==> config.mk <==
export PLATFORM = sky130hd
export DESIGN_NAME = irq_controller
export DESIGN_NICKNAME = d
export VERILOG_FILES = /design/src/rtl/irq_controller.sv
export SDC_FILE = /design/constraint.sdc
export NUM_CORES = 1
export LEC_CHECK = 0
export CORE_UTILIZATION = 50
export CTS_CLUSTER_SIZE = 25
export DETAILED_ROUTE_END_ITERATION = 10
export HOLD_SLACK_MARGIN = 0.05
export PLACE_DENSITY = 0.8
export SLEW_MARGIN = 30
export SYNTH_ARGS = -nofsm -noshare
export SYNTH_HDL_FRONTEND = slang
export SYNTH_SLANG_ARGS = --single-unit
==> constraint.sdc <==
create_clock -name I_clk -period 2.3 [get_ports I_clk]
set_input_delay 0.46 -clock I_clk [delete_from_list [all_inputs] [get_ports I_clk]]
set_output_delay 0.46 -clock I_clk [all_outputs]
set_load 0.02 [all_outputs]
==> src/rtl/irq_controller.sv <==
// Purpose : latch, mask and prioritise external interrupt lines; hand one line at a time to the control unit.
// Latency : raw edge to O_irq_active 4 cycles; ack to valid interrupt number 1 cycle.
// Backpress: no nesting - further interrupts wait in PENDING until EOI returns the block to IDLE.
module irq_controller #(
   parameter int          NUM_IRQ     = 8,
   parameter logic [15:0] SPURIOUS_ID = 16'h00FF
) (
   input  logic               I_clk,
   input  logic               I_reset_n,
   input  logic [NUM_IRQ-1:0] I_irq,
   input  logic               I_irq_ack,
   input  logic               I_eoi,
   output logic               O_irq_active,
   output logic [15:0]        O_irq_number,
   output logic               O_irq_number_valid,
   input  logic               I_reg_we,
   input  logic [1:0]         I_reg_addr,
   input  logic [15:0]        I_reg_wdata,
   output logic [15:0]        O_reg_rdata
);

   typedef enum logic {S_IDLE = 1'b0, S_SERVICE = 1'b1} state_t;

   state_t               r_state, w_state_nxt;
   logic [NUM_IRQ-1:0]   r_sync1, r_sync2, r_sync_d;
   logic [NUM_IRQ-1:0]   r_mask, r_mode, r_pend;
   logic [NUM_IRQ-1:0]   w_rise, w_pend_view, w_elig, w_win_oh, w_clr, w_wdata;
   logic [3:0]           w_win_idx, r_svc_idx, w_idx_nxt;
   logic                 w_take, w_spur, w_we_mask, w_we_mode, w_we_pend;
   logic                 r_active, r_num_vld, w_active_nxt, w_vld_nxt;
   logic [15:0]          r_num, w_num_nxt;
   logic                 w_unused;

   assign w_wdata   = I_reg_wdata[NUM_IRQ-1:0];
   assign w_unused  = ^I_reg_wdata;
   assign w_we_mask = I_reg_we & (I_reg_addr == 2'd0);
   assign w_we_mode = I_reg_we & (I_reg_addr == 2'd1);
   assign w_we_pend = I_reg_we & (I_reg_addr == 2'd2);

   // two-flop synchronizer plus one flop of history for rising-edge detection
   always_ff @(posedge I_clk or negedge I_reset_n) begin
      if (!I_reset_n) begin
         r_sync1  <= '0;
         r_sync2  <= '0;
         r_sync_d <= '0;
      end else begin
         r_sync1  <= I_irq;
         r_sync2  <= r_sync1;
         r_sync_d <= r_sync2;
      end
   end

   assign w_rise      = r_sync2 & ~r_sync_d;
   // level lines show the live synchronized level, edge lines the latched bit
   assign w_pend_view = (r_mode & r_pend) | (~r_mode & r_sync2);
   assign w_elig      = w_pend_view & r_mask;

   // lowest eligible index wins
   always_comb begin
      w_win_idx = '0;
      w_win_oh  = '0;
      for (int i = NUM_IRQ - 1; i >= 0; i--) begin
         if (w_elig[i]) begin
            w_win_idx   = 4'(i);
            w_win_oh    = '0;
            w_win_oh[i] = 1'b1;
         end
      end
   end

   // ack decisions use the pre-write, pre-edge eligible set
   assign w_take = I_irq_ack & (r_state == S_IDLE) & (|w_elig);
   assign w_spur = I_irq_ack & (r_state == S_IDLE) & ~(|w_elig);

   // clear sources: acked edge winner, W1C, and lines whose mode is being changed
   assign w_clr = (w_take    ? (w_win_oh & r_mode)  : '0)
                | (w_we_pend ? (w_wdata  & r_mode)  : '0)
                | (w_we_mode ? (w_wdata  ^ r_mode)  : '0);

   // config registers and edge-pending latch; a new edge wins over any clear
   always_ff @(posedge I_clk or negedge I_reset_n) begin
      if (!I_reset_n) begin
         r_mask <= '0;
         r_mode <= '0;
         r_pend <= '0;
      end else begin
         if (w_we_mask) r_mask <= w_wdata;
         if (w_we_mode) r_mode <= w_wdata;
         r_pend <= (r_pend & ~w_clr) | (w_rise & r_mode);
      end
   end

   // FSM state register
   always_ff @(posedge I_clk or negedge I_reset_n) begin
      if (!I_reset_n) r_state <= S_IDLE;
      else            r_state <= w_state_nxt;
   end

   // FSM next state: enter service on a real ack, leave on EOI
   always_comb begin
      w_state_nxt = r_state;
      case (r_state)
         S_IDLE:    if (w_take) w_state_nxt = S_SERVICE;
         S_SERVICE: if (I_eoi)  w_state_nxt = S_IDLE;
         default:   w_state_nxt = S_IDLE;
      endcase
   end

   // FSM outputs: next values of the registered control-unit signals
   always_comb begin
      w_active_nxt = 1'b0;
      w_vld_nxt    = r_num_vld;
      w_num_nxt    = r_num;
      w_idx_nxt    = r_svc_idx;
      case (r_state)
         S_IDLE: begin
            w_active_nxt = (|w_elig) & ~I_irq_ack;
            w_vld_nxt    = 1'b0;
            if (w_take) begin
               w_num_nxt = {12'd0, w_win_idx};
               w_vld_nxt = 1'b1;
               w_idx_nxt = w_win_idx;
            end else if (w_spur) begin
               w_num_nxt = SPURIOUS_ID;
               w_vld_nxt = 1'b1;
            end
         end
         S_SERVICE: begin
            if (I_eoi) w_vld_nxt = 1'b0;
         end
         default: ;
      endcase
   end

   // output registers
   always_ff @(posedge I_clk or negedge I_reset_n) begin
      if (!I_reset_n) begin
         r_active  <= 1'b0;
         r_num_vld <= 1'b0;
         r_num     <= '0;
         r_svc_idx <= '0;
      end else begin
         r_active  <= w_active_nxt;
         r_num_vld <= w_vld_nxt;
         r_num     <= w_num_nxt;
         r_svc_idx <= w_idx_nxt;
      end
   end

   assign O_irq_active       = r_active;
   assign O_irq_number       = r_num;
   assign O_irq_number_valid = r_num_vld;

   // combinational register read
   always_comb begin
      O_reg_rdata = '0;
      case (I_reg_addr)
         2'd0: O_reg_rdata = 16'(r_mask);
         2'd1: O_reg_rdata = 16'(r_mode);
         2'd2: O_reg_rdata = 16'(w_pend_view);
         2'd3: O_reg_rdata = {(r_state == S_SERVICE), 11'd0, r_svc_idx};
         default: O_reg_rdata = '0;
      endcase
   end

endmodule

---- Word-level counts from Yosys, hierarchy flattened ----
Cells that the tools add are included.
operators by class
  eq/ne operators ......................... 4
  mux-type cells .......................... 30
  bitwise logic cells ..................... 26
  reductions and logical operators ........ 5
operator list
  operator                                              count
  2-to-1 mux 8 bit                                      11
  bitwise AND 8 bit                                     8
  one-hot mux 16 bit (4 select lines)                   1
  2-to-1 mux 16 bit                                     2
  OR 8 bit                                              4
  2-to-1 mux 4 bit                                      7
  inverter 8 bit                                        3
  OR reduction 8 bit                                    1
  bitwise XOR 8 bit                                     1
  bitwise AND 1 bit                                     7
  2-to-1 mux 1 bit                                      6
  equality test 2 bit (second input constant)           2
  one-hot mux 1 bit (2 select lines)                    2
  AND reduction 2 bit                                   2
  2-to-1 mux 3 bit                                      1
  inverter 1 bit                                        3
  equality test 2 x 1 -> 1 bit (second input constant)  1
  zero test 2 bit                                       1
  inequality test 2 bit (second input constant)         1
  nonzero test 2 bit                                    1
word-level totals
  bits in registers ....................... 71
  bits of input ports ..................... 31
  output and inout port bits .............. 34
  word-level logic and storage cells ...... 76

---- Logic depth before layout (Yosys ltp) ----
  depth after elaboration ................. 19
  depth in mapped cells ................... 6
  mapped depth without buffers ............ 5

---- Worst setup path after synthesis ----
OpenSTA, ideal clock, no wires.
  path kind ............................... flip-flop to output port
  start ................................... register r_mode[0]
  end ..................................... output O_reg_rdata[0]
  data arrival time ....................... 1349 ps
  data required time ...................... 1840 ps
  path slack .............................. 491 ps
  stages on the path, launching flop included .. 3
  buffers on the path ..................... 0
  path through ............................ dfrtp_1 -> mux2_4 -> mux4_1
on the way
  longest elaborated chain between the ends .. 4
  elaborated cells between the ends (all ways) .. 5
  those cells by class .................... 1 x mux; 4 x bitwise
ends and longest elaborated chain
  what                                   line  source
  from (decl)                            26    logic [NUM_IRQ-1:0] r_mask, r_mode, r_pend;
  from (signal assigned)                 88    if (w_we_mode) r_mode <= w_wdata;
  inverter 8 bit                         55    assign w_pend_view = (r_mode & r_pend) | (~r_mode & r_sync2);
  bitwise AND 8 bit                      55
  OR 8 bit                               55
  one-hot mux 16 bit (4 select lines) *  157   case (I_reg_addr)
  to (decl)                              19    output logic [15:0] O_reg_rdata
Mark *: on every way between the ends. The rest lies on a longest branch, timed or not. The select of a mux whose other input is x is not followed.

---- Worst setup path after layout ----
  start ................................... input I_reg_addr[0]
  end ..................................... output O_reg_rdata[4]
on the way
  longest elaborated chain between the ends .. 2
  elaborated cells between the ends (all ways) .. 5
  those cells by class .................... 3 x eq/ne; 1 x mux; 1 x reduce/logical
ends and longest elaborated chain
  what                                         line  source
  from (decl)                                  17    input logic [1:0] I_reg_addr,
  equality test 2 bit (tied with other cells)  157
  one-hot mux 16 bit (4 select lines) *        157
Marked as above.

==> results.tsv <==
metric	value	unit
outcome	finished clean	
nets	333	
synthesis.area	2783	sq um
cp-end-kind	primary output	
setup_violations	0	
antenna_found_initial	0	
core	5238	sq um
num_rows	26	
critPathLaunchType	primary input	
avgSynthCellArea	12.31	sq um
synth_top_cell_area_share	52.16	%
period_share	96.14	%
total_power	3505	uW
ios	65	
die_w	76.60	um
worstPathRequired	1840	ps
busiest_layer	met2	
setup_tns	0	ps
crit_type	primary input to primary output	
netlist_instances	226	
antenna_cells	0	
synth_most_common_cell	dfrtp_1	
ys.flop_type	dfrtp_1	
cts_made_buffers	9	
tightest_slew	631.7	ps
first_pass_iters	4	
grt.met2_usage	36.04	%
synth_seq_cells	58	
max-cap-violations	0	
p_per_area	998.2	nW/um^2
die-area	5868	sq um
use_met3	5.509	%
slew_headroom	57.89	%
clk_pin_slew	70	ps
ant_nets	0	
area_delta_synth_final	26.17	%
rsz0062_at_grt	no	
skew	10.65	ps
die_height	76.60	um
max_freq	0.4522	GHz
grt_pass1_vias	2048	
drc	0	
drive_gt1_share	27.52	%
drt_iter0_drc	97	
initial_core_util	53.13	%
routed_wl	5824	um
clock-sinks	58	
drt-wirelength-per-cell	15.83	um
maxSlewViolCount	0	
yosys-top-cells-count	dfrtp_1 (58), nand2_1 (21), buf_4 (19)	
critPathMaxStageDelay	490	ps
port_buffers	41	
via_per_inst	5.359	
post-dp-hpwl	4350	um
ys_warn_count	0	
gr-total-overflow	0	
grt.total_usage	22.34	%
hold_viol	0	
crit_slowest_cell	clkdlybuf4s50_1	
crit_chain	clkdlybuf4s50_1 > nor2b_1 > buf_4 > a21o_1 > dlygate4sd2_1	
synth_area_leader_cell	dfrtp_1	
clockBufferDepth	2	
htree_levels	3	
grt_start_max_net_pins	29	
gp_congestion	0.8064	
critPathMaxFanout	5	
synthTopCellsByArea	dfrtp_1 (52%), mux2_2 (6.1%), buf_4 (5.1%), ha_1 (3.6%), mux2_4 (3.2%)	
period_needed	2211	ps
ir_worst_vdd	0.6821	mV
worstPathArrival	1750	ps
cts_root_buf	clkbuf_8	
hold_ws	139.0	ps
vias	1972	
yosysSeqAreaShare	52.16	%
cts_tree	done	
synthDistinctLibCells	44	
clock_latency	340	ps
p_leak	0.001615	uW
synth_edf_count	0	
hold_path_class	primary input to async pin	
gr-usage-met1	27.87	%
synthArstFlopShare	100.0	%
grt_pass1_wl	9846	um
-- final cells by class --
type | count | area, sq um
clock buffers | 13 | 178.9
clock inverters | 2 | 10.01
fillers | 404 | 1727
inverters | 6 | 22.52
multi-input cells | 153 | 1202
flip-flops and latches | 58 | 1451
well taps | 70 | 87.58
repair buffers | 66 | 558.0
-- cells in the final DEF, fill, tap and decap left out, types with 8 or more instances in the layout --
| cell type | count |
|---|---|
| a22oi_1 | 9 |
| buf_4 | 25 |
| clkbuf_8 | 13 |
| clkdlybuf4s50_1 | 30 |
| conb_1 | 15 |
| dfrtp_1 | 58 |
| ha_1 | 8 |
| mux2_2 | 15 |
| nand2_1 | 21 |
| nor2_1 | 8 |
| o21ai_0 | 14 |
-- metal layers --
metal,vias to the layer above,routed length (um)
met4,0,123
met2,56,2947
met1,978,2465
li1,926,-
met3,12,288
met5,-,0
-- repair_timing --
| item | 4_1_cts | 5_1_grt |
|---|---|---|
| hold buffers | 0 | 0 |
| resized for setup | 16 | 11 |
| buffers inserted | 0 | 0 |
| endpoints found under the hold margin | 0 | 0 |
| endpoints found under the setup margin | 9 | 6 |
-- cell families after synthesis --
group / share of synthesized area, %
flops: 52.16
compound gates: 14.97
simple gates: 8.588
mux: 14.03
buf+inv: 6.520
fa+ha+maj: 3.597
other cells: 0.1348
-- worst paths after layout --
kind / start / endpoint / slack, ps / cells after the start
setup reg to reg: r_mode[0]$_DFFE_PN0P_ / r_pend[7]$_DFF_PN0_ / 370 / 6
max in group asynchronous: I_reset_n / r_mask[6]$_DFFE_PN0P_ / 1460 / 2
min in group I_clk: r_sync1[1]$_DFF_PN0_ / r_sync2[1]$_DFF_PN0_ / 350 / 0
hold reg to reg: r_sync1[1]$_DFF_PN0_ / r_sync2[1]$_DFF_PN0_ / 350 / 0
setup / recovery: I_reg_addr[0] / O_reg_rdata[4] / 90 / 5
hold / removal: I_reset_n / r_pend[1]$_DFF_PN0_ / 140 / 1
-- where the power goes --
part	leakage (uW)	total (uW)	internal, uW	switching (uW)
clock	0.000101	871	498	372
combinational	0.000831	1230	610	620
sequential	0.000682	1400	1230	173
total	0.00161	3500	2340	1170
-- through the flow --
step                      cell area [sq um]  utilization [%]  cells  worst slack (ps)
after global placement                 3357            64.09    353            -405.6
after detailed placement               3357            64.09    353            -404.8
after CTS                              3541            67.61    368             1.818
after global routing                   3511            67.03    368             37.42
final                                  3511            67.03    368             88.82
after floorplan                        2835                -    240             490.6
-- worst max-delay path: cells and delay by family --
| kind | cells | cell delay [ps] |
|---|---|---|
| compound gates | 1 | 110 |
| buf+inv | 3 | 980 |
| simple gates | 1 | 200 |
-- sequential cells by signal, indices dropped and copies added, names as in the netlist --
signal,flops
O_irq_number_valid,1
r_sync1,8
r_state,1
r_svc_idx,3
r_sync2,8
r_mask,8
O_irq_number,4
r_sync_d,8
r_pend,8
O_irq_active,1
r_mode,8
Power figures use the tool's default switching activity.
